`src/rtl/vga_timing_gen.sv`:
```
// VGA raster timing generator: pixel-rate divider, col/row scan counters,
// sync/blanking decode and a linear frame-buffer address for the visible area.
module vga_timing_gen #(
  parameter int H_ACTIVE  = 640,
  parameter int H_FP      = 16,
  parameter int H_SYNC    = 96,
  parameter int H_BP      = 48,
  parameter int V_ACTIVE  = 480,
  parameter int V_FP      = 10,
  parameter int V_SYNC    = 2,
  parameter int V_BP      = 33,
  parameter int CLK_DIV   = 2,
  parameter int HSYNC_POL = 0,
  parameter int VSYNC_POL = 0,
  parameter int CW        = 10,
  parameter int ADDR_W    = 20
) (
  input  logic              clk,
  input  logic              rst,
  input  logic              enable,
  output logic              pixel_tick,
  output logic [CW-1:0]     col,
  output logic [CW-1:0]     row,
  output logic              hsync,
  output logic              vsync,
  output logic              active,
  output logic [ADDR_W-1:0] pixel_addr,
  output logic              line_end,
  output logic              frame_end
);

  localparam int H_TOTAL = H_ACTIVE + H_FP + H_SYNC + H_BP;
  localparam int V_TOTAL = V_ACTIVE + V_FP + V_SYNC + V_BP;

  // A one-bit divider is kept for CLK_DIV==1; it simply stays at zero.
  localparam int DIV_W = (CLK_DIV > 1) ? $clog2(CLK_DIV) : 1;
  localparam logic [DIV_W-1:0] DIV_LAST = DIV_W'(CLK_DIV - 1);

  localparam logic [CW-1:0] H_LAST   = CW'(H_TOTAL - 1);
  localparam logic [CW-1:0] V_LAST   = CW'(V_TOTAL - 1);
  localparam logic [CW-1:0] H_VIS    = CW'(H_ACTIVE);
  localparam logic [CW-1:0] V_VIS    = CW'(V_ACTIVE);
  localparam logic [CW-1:0] HS_START = CW'(H_ACTIVE + H_FP);
  localparam logic [CW-1:0] HS_STOP  = CW'(H_ACTIVE + H_FP + H_SYNC);
  localparam logic [CW-1:0] VS_START = CW'(V_ACTIVE + V_FP);
  localparam logic [CW-1:0] VS_STOP  = CW'(V_ACTIVE + V_FP + V_SYNC);

  localparam logic HS_ON = 1'(HSYNC_POL);
  localparam logic VS_ON = 1'(VSYNC_POL);

  logic [DIV_W-1:0] div;
  logic             hs_window;
  logic             vs_window;

  // All decoded outputs come straight from the registered state so they line
  // up with col/row without any pipeline delay.
  always_comb begin
    pixel_tick = enable && (div == DIV_LAST);
    line_end   = pixel_tick && (col == H_LAST);
    frame_end  = line_end && (row == V_LAST);
    active     = (col < H_VIS) && (row < V_VIS);
    hs_window  = (col >= HS_START) && (col < HS_STOP);
    vs_window  = (row >= VS_START) && (row < VS_STOP);
    hsync      = hs_window ? HS_ON : ~HS_ON;
    vsync      = vs_window ? VS_ON : ~VS_ON;
  end

  always_ff @(posedge clk) begin
    if (rst) begin
      div <= '0;
    end else if (enable) begin
      div <= pixel_tick ? '0 : div + DIV_W'(1);
    end
  end

  always_ff @(posedge clk) begin
    if (rst) begin
      col <= '0;
      row <= '0;
    end else if (pixel_tick) begin
      col <= line_end ? '0 : col + CW'(1);
      if (line_end) begin
        row <= frame_end ? '0 : row + CW'(1);
      end
    end
  end

  // Address only advances over visible pixels, so it tracks row*H_ACTIVE+col
  // through the blanking intervals; frame_end rewinds it for the next frame.
  always_ff @(posedge clk) begin
    if (rst) begin
      pixel_addr <= '0;
    end else if (pixel_tick) begin
      if (frame_end) begin
        pixel_addr <= '0;
      end else if (active) begin
        pixel_addr <= pixel_addr + ADDR_W'(1);
      end
    end
  end

endmodule

```
`config.mk`:
```
export PLATFORM = sky130hd
export DESIGN_NAME = vga_timing_gen
export DESIGN_NICKNAME = d
export VERILOG_FILES = /design/src/rtl/vga_timing_gen.sv
export SDC_FILE = /design/constraint.sdc
export NUM_CORES = 1
export LEC_CHECK = 0
export CORE_ASPECT_RATIO = 0.8
export CORE_MARGIN = 5
export CORE_UTILIZATION = 49
export CTS_BUF_LIST = sky130_fd_sc_hd__clkbuf_8 sky130_fd_sc_hd__clkbuf_16
export CTS_CLUSTER_SIZE = 8
export DETAILED_ROUTE_END_ITERATION = 8
export DONT_BUFFER_PORTS = 1
export PLACE_DENSITY = 0.73
export SLEW_MARGIN = 20
export SYNTH_ARGS = -nofsm -noshare
export SYNTH_HDL_FRONTEND = slang
export SYNTH_SLANG_ARGS = --single-unit
```
`constraint.sdc`:
```
create_clock -name clk -period 2.26 [get_ports clk]
set_input_delay 0 -clock clk [delete_from_list [all_inputs] [get_ports clk]]
set_output_delay 0 -clock clk [all_outputs]
set_load 0.05 [all_outputs]
```
==> flow_summary.json, run 1 <==
{
  "holdCritStartpoint": "enable",
  "fin_crit_sh": 0.906,
  "synth_warnings": 0,
  "wl_per_cell_um": 15.6,
  "arrival_ns": 2.24,
  "insertion_delay_ns": 0.30,
  "crit_path_max_incr_delay_ns": 0.63,
  "ant_nets": 0,
  "yosysTopAreaCellShare": 0.400,
  "place_congestion": 0.856,
  "synth.area.top_cells": "dfxtp_1, nor2_1, a21oi_1, xor2_1, nand4_1",
  "rows": 21,
  "synth_most_common_cell": "dfxtp_1",
  "grt_pass1_wl_um": 9030,
  "hold_ws_ns": 0.115,
  "cts_root_buffer": "clkbuf_8",
  "diodes": 0,
  "worst-setup-path-type": "reg -> reg",
  "critPathLaunchType": "register",
  "synth-edff-count": 0,
  "post_cts_buffers": 0,
  "final.setup_skew_ns": 0.0121,
  "via_per_inst": 5.76,
  "p_sw_frac": 0.222,
  "fmax_mhz": 489,
  "cts_tree": "built",
  "path_cells": "nand2_1 -> or4_1 -> clkinv_2 -> buf_6 -> a21oi_1 -> o21ai_0 -> a21oi_1",
  "grt_pass1_vias": 1894,
  "cp-startpoint": "div",
  "path_clk_slew_ns": 0.09,
  "cts_max_path_buffers": 2,
  "hold_path.class": "in -> reg",
  "grt_max_degree": 32,
  "die_y_um": 67.9,
  "ir_drop_v": 0.000442,
  "worstRegToRegCells": 7,
  "dpl_cell_area_sq_um": 2400,
  "initial_core_util": 0.498,
  "drcViolationCount": 0,
  "stdcell_area_sq_um": 2570,
  "synth_xor_area_frac": 0.0810,
  "synth_top_area_cell": "dfxtp_1",
  "crit_required_ns": 2.45,
  "core_sq_um": 4130,
  "syn_area_sq_um": 2050,
  "clock_sinks": 41,
  "hold_end": "col[1]",
  "routed_wirelength_um": 5460,
  "finalHoldViolCount": 0,
  "synth_cell_types": 44,
  "dr.pass1.iters": 4,
  "synth_seq_area_share": 0.400,
  "utilization": 0.623,
  "cap_violations": 0,
  "dieWidth_um": 82.4,
  "hpwl_um": 3760,
  "cts-htree-levels": 2,
  "finalCriticalPeriod_ns": 2.05,
  "syn_area_per_cell_sq_um": 8.31,
  "synth_seq_cells": 41,
  "critPathCaptureType": "register",
  "hold_depth": 3,
  "yosys.area_share.simple": 0.328,
  "drt-initial-drc-count": 145,
  "rr_endpoint": "pixel_addr[12]",
  "layout-drive-gt1-share": 0.236,
  "fillers": 370,
  "pwr-share-comb": 0.052,
  "synth_top_family_by_area": "simple AND/OR/NAND/NOR gates",
  "rsz0062_at_grt": "false",
  "postSynthCellCount": 247,
  "p_leak_uw": 0.000969,
  "p_sw_uw": 315,
  "grt_antenna_before_repair": 0,
  "crit_slowest_cell": "or4_1",
  "report.final.slew_viol_count": 0,
  "die_area_sq_um": 5590,
  "synth_fp_nets": 255,
  "overflow": 0,
  "synth_compound_area_frac": 0.118,
  "p_per_area_nw_per_um2": 553,
  "worstMarginPinSlew_ns": 0.620,
  "fin_nets": 299,
  "p_clk_frac": 0.433,
  "p_int_uw": 1100,
  "pwr-share-seq": 0.515,
  "grt_usage": 0.206,
  "ff2ff_setup_slack_ns": 0.21,
  "finalPower_uw": 1420,
  "vias": 2009,
  "synthMuxAreaShare": 0,
  "port_buffers": 0,
  "slew_headroom": 0.586,
  "ys_top_cells_by_count": "dfxtp_1, nor2_1, nand2_1",
  "status": "finished, final reports clean",
  "synth_ff_type": "dfxtp_1",
  "io_pins": 49,
  "critPathMaxFanout": 17,
  "cpMostUsedCell": "a21oi_1",
  "setup_violations": 0,
  "synth_async_sr_flop_share": 0,
  "synth_fa_ha_area_frac": 0.0305,
  "cts_buffers": 5,
  "regToRegStartpoint": "div",
  "syn2layout_area_growth_pct": 25.1
}
[cells by family after synthesis]
family,count (synthesis)
AOI/OAI and AO/OA,38
xor gates and xnor gates,19
adders and majority gates,5
buffers and inverters,19
DFF,41
and+or+nand+nor,125
[flip-flops by register name, summed over array words and instances, names as in the netlist]
signal / cells
col: 10
pixel_addr: 20
row: 10
div: 1
[layer usage]
layer / track usage / part of all wire
met4: 0.0705 / 0.0048
met5: 0 / 0
met3: 0.0750 / 0.083
met2: 0.314 / 0.46
met1: 0.268 / 0.45
[critical path: cells and delay by family (launching register included)]
family / cells / cell delay [ns]
AND/OR/NAND/NOR: 2 / 0.82
AO/OA/AOI/OAI: 3 / 0.41
buffers and inverters: 2 / 0.37
flip-flops: 1 / 0.35
[cell usage in the layout, fill, tap and decap left out, types with 6 or more instances in the layout]
master    count
xnor2_1       9
a21oi_1      20
nand4_1      13
xor2_1       10
buf_4        42
nor3_1       10
inv_1        10
clkbuf_8      6
or4_1         8
nor2_1       28
nand2_1      21
o311ai_0      6
nand3_1      13
dfxtp_1      37
[worst max path at each step]
stage,endpoint,slack [ns],depth (start not counted)
after CTS,frame_end,0.12,7
final,pixel_addr[12],0.21,7
after floorplan,pixel_addr[3],-0.08,9
after global placement,pixel_addr[12],0.26,7
after global routing,pixel_addr[12],0.04,8
after detailed placement,pixel_addr[12],0.18,7
[power groups by stage]
stage | Combinational (uW) | Clock (uW) | Sequential, uW
final | 73.6 | 614 | 731
after CTS | 72.7 | 622 | 731
after global routing | 80.3 | 649 | 732
after floorplan | 38.9 | 0 | 760
after global placement | 56.3 | 0 | 748
after detailed placement | 56.2 | 0 | 749
[final cells by class]
class                   instances  area [sq um]  share of cell area
multi-input cells             187          1150               0.448
flip-flops and latches         41           826               0.321
inverters                      10          38.8              0.0151
well taps                      57          71.3              0.0278
clock buffers                   6          82.6              0.0321
repair buffers                 46           367               0.143
clock inverters                 2          33.8              0.0132
[stage by stage]
step / setup WS [ns] / std cells / TNS (ns)
after floorplan: -0.0785 / 247 / -0.0785
after global placement: 0.261 / 338 / 0
after detailed placement: 0.184 / 338 / 0
after CTS: 0.123 / 349 / 0
after global routing: 0.0395 / 349 / 0
final: 0.213 / 349 / 0
[timing repair]
item,CTS,global route
gates resized for setup,0,3
hold buffers,3,0
setup endpoints to repair,0,4
hold endpoints to repair,31,0
(Power assumes the default switching activity.)
==> run 2: changes to the inputs <==
CTS_BUF_LIST = unset   (was sky130_fd_sc_hd__clkbuf_8 sky130_fd_sc_hd__clkbuf_16)
==> flow_summary.json, run 2 (synthesis gave the netlist of run 1 again) <==
{
  "p_int_uw": 1110,
  "crit_path_max_incr_delay_ns": 0.63,
  "ant_nets": 0,
  "cpMostUsedCell": "a21oi_1",
  "die_y_um": 67.9,
  "rr_endpoint": "pixel_addr[12]",
  "overflow": 0,
  "core_sq_um": 4130,
  "cts_tree": "built",
  "grt_pass1_vias": 1894,
  "insertion_delay_ns": 0.30,
  "crit_slowest_cell": "or4_1",
  "ff2ff_setup_slack_ns": 0.22,
  "arrival_ns": 2.24,
  "cts_buffers": 5,
  "p_per_area_nw_per_um2": 554,
  "cts_root_buffer": "clkbuf_8",
  "final.setup_skew_ns": 0.0123,
  "critPathMaxFanout": 17,
  "cap_violations": 0,
  "setup_ws_ns": 0.215,
  "hold_path.class": "in -> reg",
  "fin_nets": 299,
  "ir_drop_v": 0.000442,
  "path_clk_slew_ns": 0.09,
  "stdcell_count": 349,
  "reg_top3": "pixel_addr: 20 flops, col: 10 flops, row: 10 flops",
  "status": "finished, final reports clean",
  "place_congestion": 0.856,
  "cts-htree-levels": 2,
  "final_cell_mix": "buf_4, dfxtp_1, nor2_1",
  "rsz0062_at_grt": "false",
  "fmax_mhz": 489,
  "worstRegToRegCells": 7,
  "layout-drive-gt1-share": 0.236,
  "dp_slack_ns": 0.184,
  "routed_wirelength_um": 5460,
  "grt_usage": 0.206,
  "holdCritStartpoint": "enable",
  "dieWidth_um": 82.4,
  "dr.pass1.iters": 4,
  "die_area_sq_um": 5590,
  "drcViolationCount": 0,
  "cp-startpoint": "div",
  "fin_crit_sh": 0.905,
  "grt_pass1_wl_um": 9030,
  "path_cells": "nand2_1 -> or4_1 -> clkinv_2 -> buf_6 -> a21oi_1 -> o21ai_0 -> a21oi_1",
  "initial_core_util": 0.498,
  "p_clk_frac": 0.434,
  "crit_required_ns": 2.45,
  "largest_register_ffs": 20,
  "p_leak_uw": 0.000965,
  "hpwl_um": 3760,
  "critPathLaunchType": "register",
  "diodes": 0,
  "pwr-share-seq": 0.514,
  "wl_per_cell_um": 15.6,
  "vias": 2008,
  "hold_end": "col[1]",
  "worst-setup-path-type": "reg -> reg",
  "via_per_inst": 5.75,
  "worstMarginPinSlew_ns": 0.621,
  "fillers": 370,
  "p_sw_uw": 314,
  "dp.cells": 338,
  "hold_depth": 3,
  "report.final.slew_viol_count": 0,
  "regMostFlops": "pixel_addr",
  "grt_max_degree": 32,
  "cts_max_path_buffers": 2,
  "grt_antenna_before_repair": 0,
  "mostFrequentLayoutCell": "buf_4",
  "io_pins": 49,
  "finalHoldViolCount": 0,
  "critPathCaptureType": "register",
  "pwr-share-comb": 0.052,
  "regToRegStartpoint": "div",
  "rows": 21,
  "drt-initial-drc-count": 146,
  "clock_sinks": 41,
  "p_sw_frac": 0.221,
  "setup_violations": 0,
  "finalCriticalPeriod_ns": 2.04,
  "slew_headroom": 0.586,
  "syn2layout_area_growth_pct": 25.1,
  "port_buffers": 0
}
## run 2: stage by stage
| stage | hold WS [ns] | cell area (sq um) | util | TNS (ns) | power (uW) |
|---|---|---|---|---|---|
| floorplan | 0.0793 | 2060 | - | -0.0785 | 799 |
| global placement | 0.0698 | 2400 | 0.582 | 0 | 805 |
| detailed placement | 0.0726 | 2400 | 0.582 | 0 | 805 |
| CTS | 0.106 | 2560 | 0.620 | 0 | 1430 |
| global route | 0.154 | 2570 | 0.623 | 0 | 1470 |
| finish | 0.115 | 2570 | 0.623 | 0 | 1420 |
## run 2: routing by layer
| metal | part of all wire | routed length, um | global-route usage | up-vias |
|---|---|---|---|---|
| met5 | 0 | 0 | 0 | - |
| met4 | 0.0057 | 31 | 0.0705 | 0 |
| met3 | 0.084 | 460 | 0.0750 | 6 |
| met2 | 0.46 | 2510 | 0.314 | 78 |
| met1 | 0.45 | 2450 | 0.268 | 944 |
| li1 | - | - | - | 980 |
## run 2: how the worst max path moves through the flow
stage	endpoint	slack [ns]
6_report	pixel_addr[12]	0.22
5_1_grt	pixel_addr[12]	0.04
4_1_cts	frame_end	0.12
3_5_place_dp	pixel_addr[12]	0.18
3_3_place_gp	pixel_addr[12]	0.26
2_1_floorplan	pixel_addr[3]	-0.08
## run 2: timing repair
action                                  CTS  global route
endpoints found under the setup margin    0             4
resized for setup                         0             3
setup buffers                             0             0
hold buffers                              3             0
hold endpoints to repair                 31             0
## run 2: power groups by stage
stage	Clock, uW	Combinational (uW)	Sequential (uW)
2_1_floorplan	0	38.9	760
3_5_place_dp	0	56.2	749
6_report	619	73.5	732
3_3_place_gp	0	56.3	748
4_1_cts	626	72.7	731
5_1_grt	653	80.3	732
## run 2: area by class of cell
cell class                 count  area [sq um]  area share
tap                           57          71.3      0.0278
sequential                    41           826       0.321
clock inverter                 1          30.0      0.0117
inverter                      10          38.8      0.0151
clock buffer                   7          86.3      0.0336
timing repair buffer          46           367       0.143
multi-input combinational    187          1150       0.448
## run 2: critical path: cells and delay by family (launching register included)
family          cells  cell delay (ns)
compound gates      3             0.41
buf+inv             2             0.37
flops               1             0.35
simple gates        2             0.82
==> run 3: changes to the inputs <==
PLACE_DENSITY = unset   (was 0.73)
==> flow_summary.json, run 3 (synthesis gave the netlist of run 1 again) <==
{
  "layout-drive-gt1-share": 0.239,
  "finalSetupTns_ns": 0,
  "p_clk_frac": 0.378,
  "cts_root_buffer": "clkbuf_8",
  "final_cell_mix": "buf_4, dfxtp_1, nor2_1",
  "grt_pass1_vias": 1830,
  "syn2layout_area_growth_pct": 24.4,
  "regMostFlops": "pixel_addr",
  "diodes": 0,
  "finalCriticalPeriod_ns": 2.09,
  "worst-setup-path-type": "reg -> out",
  "holdCritStartpoint": "enable",
  "ant_nets": 0,
  "p_sw_uw": 306,
  "post_cts_buffers": 0,
  "clock_sinks": 41,
  "stdcell_count": 350,
  "dieWidth_um": 82.4,
  "ff2ff_setup_slack_ns": 0.21,
  "arrival_ns": 2.09,
  "insertion_delay_ns": 0.30,
  "die_area_sq_um": 5590,
  "hold_end": "col[1]",
  "fmax_mhz": 478,
  "p_leak_uw": 0.000961,
  "port_buffers": 0,
  "hold_depth": 4,
  "place_congestion": 0.793,
  "slew_headroom": 0.604,
  "hold_path.class": "in -> reg",
  "grt_antenna_before_repair": 0,
  "grt_pass1_wl_um": 8710,
  "p_per_area_nw_per_um2": 508,
  "cts_tree": "built",
  "ir_drop_v": 0.000404,
  "mostFrequentLayoutCell": "buf_4",
  "cts_buffers": 5,
  "crit_required_ns": 2.26,
  "critPathLaunchType": "register",
  "grt_max_degree": 32,
  "die_y_um": 67.9,
  "status": "finished, final reports clean",
  "hpwl_um": 3710,
  "dp.cells": 340,
  "initial_core_util": 0.498,
  "dr.pass1.iters": 4,
  "worstRegToRegCells": 6,
  "p_int_uw": 993,
  "pwr-share-seq": 0.562,
  "path_clk_slew_ns": 0.07,
  "fin_crit_sh": 0.926,
  "vias": 1956,
  "pwr-share-comb": 0.059,
  "wl_per_cell_um": 14.9,
  "via_per_inst": 5.59,
  "overflow": 0,
  "fillers": 354,
  "report.final.slew_viol_count": 0,
  "final.setup_skew_ns": 0.00672,
  "reg_top3": "pixel_addr: 20 flops, col: 10 flops, row: 10 flops",
  "finalHoldViolCount": 0,
  "fin_nets": 301,
  "drt-initial-drc-count": 158,
  "cts-htree-levels": 2,
  "critPathCaptureType": "output port",
  "core_sq_um": 4130,
  "p_sw_frac": 0.235,
  "rr_endpoint": "pixel_addr[19]",
  "critPathMaxFanout": 10,
  "grt_usage": 0.205,
  "cap_violations": 0,
  "routed_wirelength_um": 5230,
  "setup_violations": 0,
  "rows": 21,
  "io_pins": 49,
  "cts_max_path_buffers": 2,
  "largest_register_ffs": 20,
  "worstMarginPinSlew_ns": 0.594,
  "rsz0062_at_grt": "false",
  "regToRegStartpoint": "pixel_addr[0]",
  "drcViolationCount": 0
}
-- run 3: power by group through the flow --
stage          clock network, uW  registers, uW  logic, uW
2_1_floorplan                  0            760       38.9
3_5_place_dp                   0            747       59.9
5_1_grt                      543            731       83.1
6_report                     491            730       77.0
4_1_cts                      505            730       76.4
3_3_place_gp                   0            747       59.6
-- run 3: how the worst max path moves through the flow --
stage	from	cells past startpoint	end
2_1_floorplan	col[1]	9	pixel_addr[3]
3_3_place_gp	pixel_addr[0]	6	pixel_addr[19]
3_5_place_dp	pixel_addr[1]	6	pixel_addr[19]
4_1_cts	col[1]	8	frame_end
5_1_grt	col[1]	8	frame_end
6_report	col[0]	8	frame_end
-- run 3: routing by layer --
metal | wire (um) | global-route usage
met4 | 63 | 0.0705
met5 | 0 | 0
met3 | 336 | 0.0671
met1 | 2730 | 0.285
met2 | 2090 | 0.294
-- run 3: what timing repair did --
item                                    CTS  global route
resized for setup                         0             3
hold buffers                              3             0
endpoints found under the setup margin    0             1
endpoints found under the hold margin    31             0
-- run 3: per-stage QoR --
step	instance area (sq um)	hold slack, ns	power [uW]	worst slack, ns	util
3_3_place_gp	2420	0.0696	807	0.257	0.586
3_5_place_dp	2420	0.0714	807	0.234	0.586
4_1_cts	2540	0.0981	1310	0.0607	0.617
2_1_floorplan	2060	0.0793	799	-0.0785	-
6_report	2550	0.104	1300	0.168	0.619
5_1_grt	2550	0.119	1360	0.0295	0.619
-- run 3: final cells by class --
| type | instances | area (sq um) | share of cell area |
|---|---|---|---|
| sequential | 41 | 826 | 0.323 |
| multi-input combinational | 187 | 1150 | 0.450 |
| timing repair buffer | 48 | 382 | 0.149 |
| clock buffer | 7 | 86.3 | 0.0338 |
| inverter | 10 | 38.8 | 0.0152 |
| tap | 57 | 71.3 | 0.0279 |
-- run 3: critical path, cell delays in order (launching register included) --
cell,delay (ns)
dfxtp_2,0.33
ha_1,0.18
nand3_1,0.10
or4_1,0.56
clkinv_2,0.09
nand2_4,0.09
buf_4,0.18
inv_1,0.08
buf_6,0.16
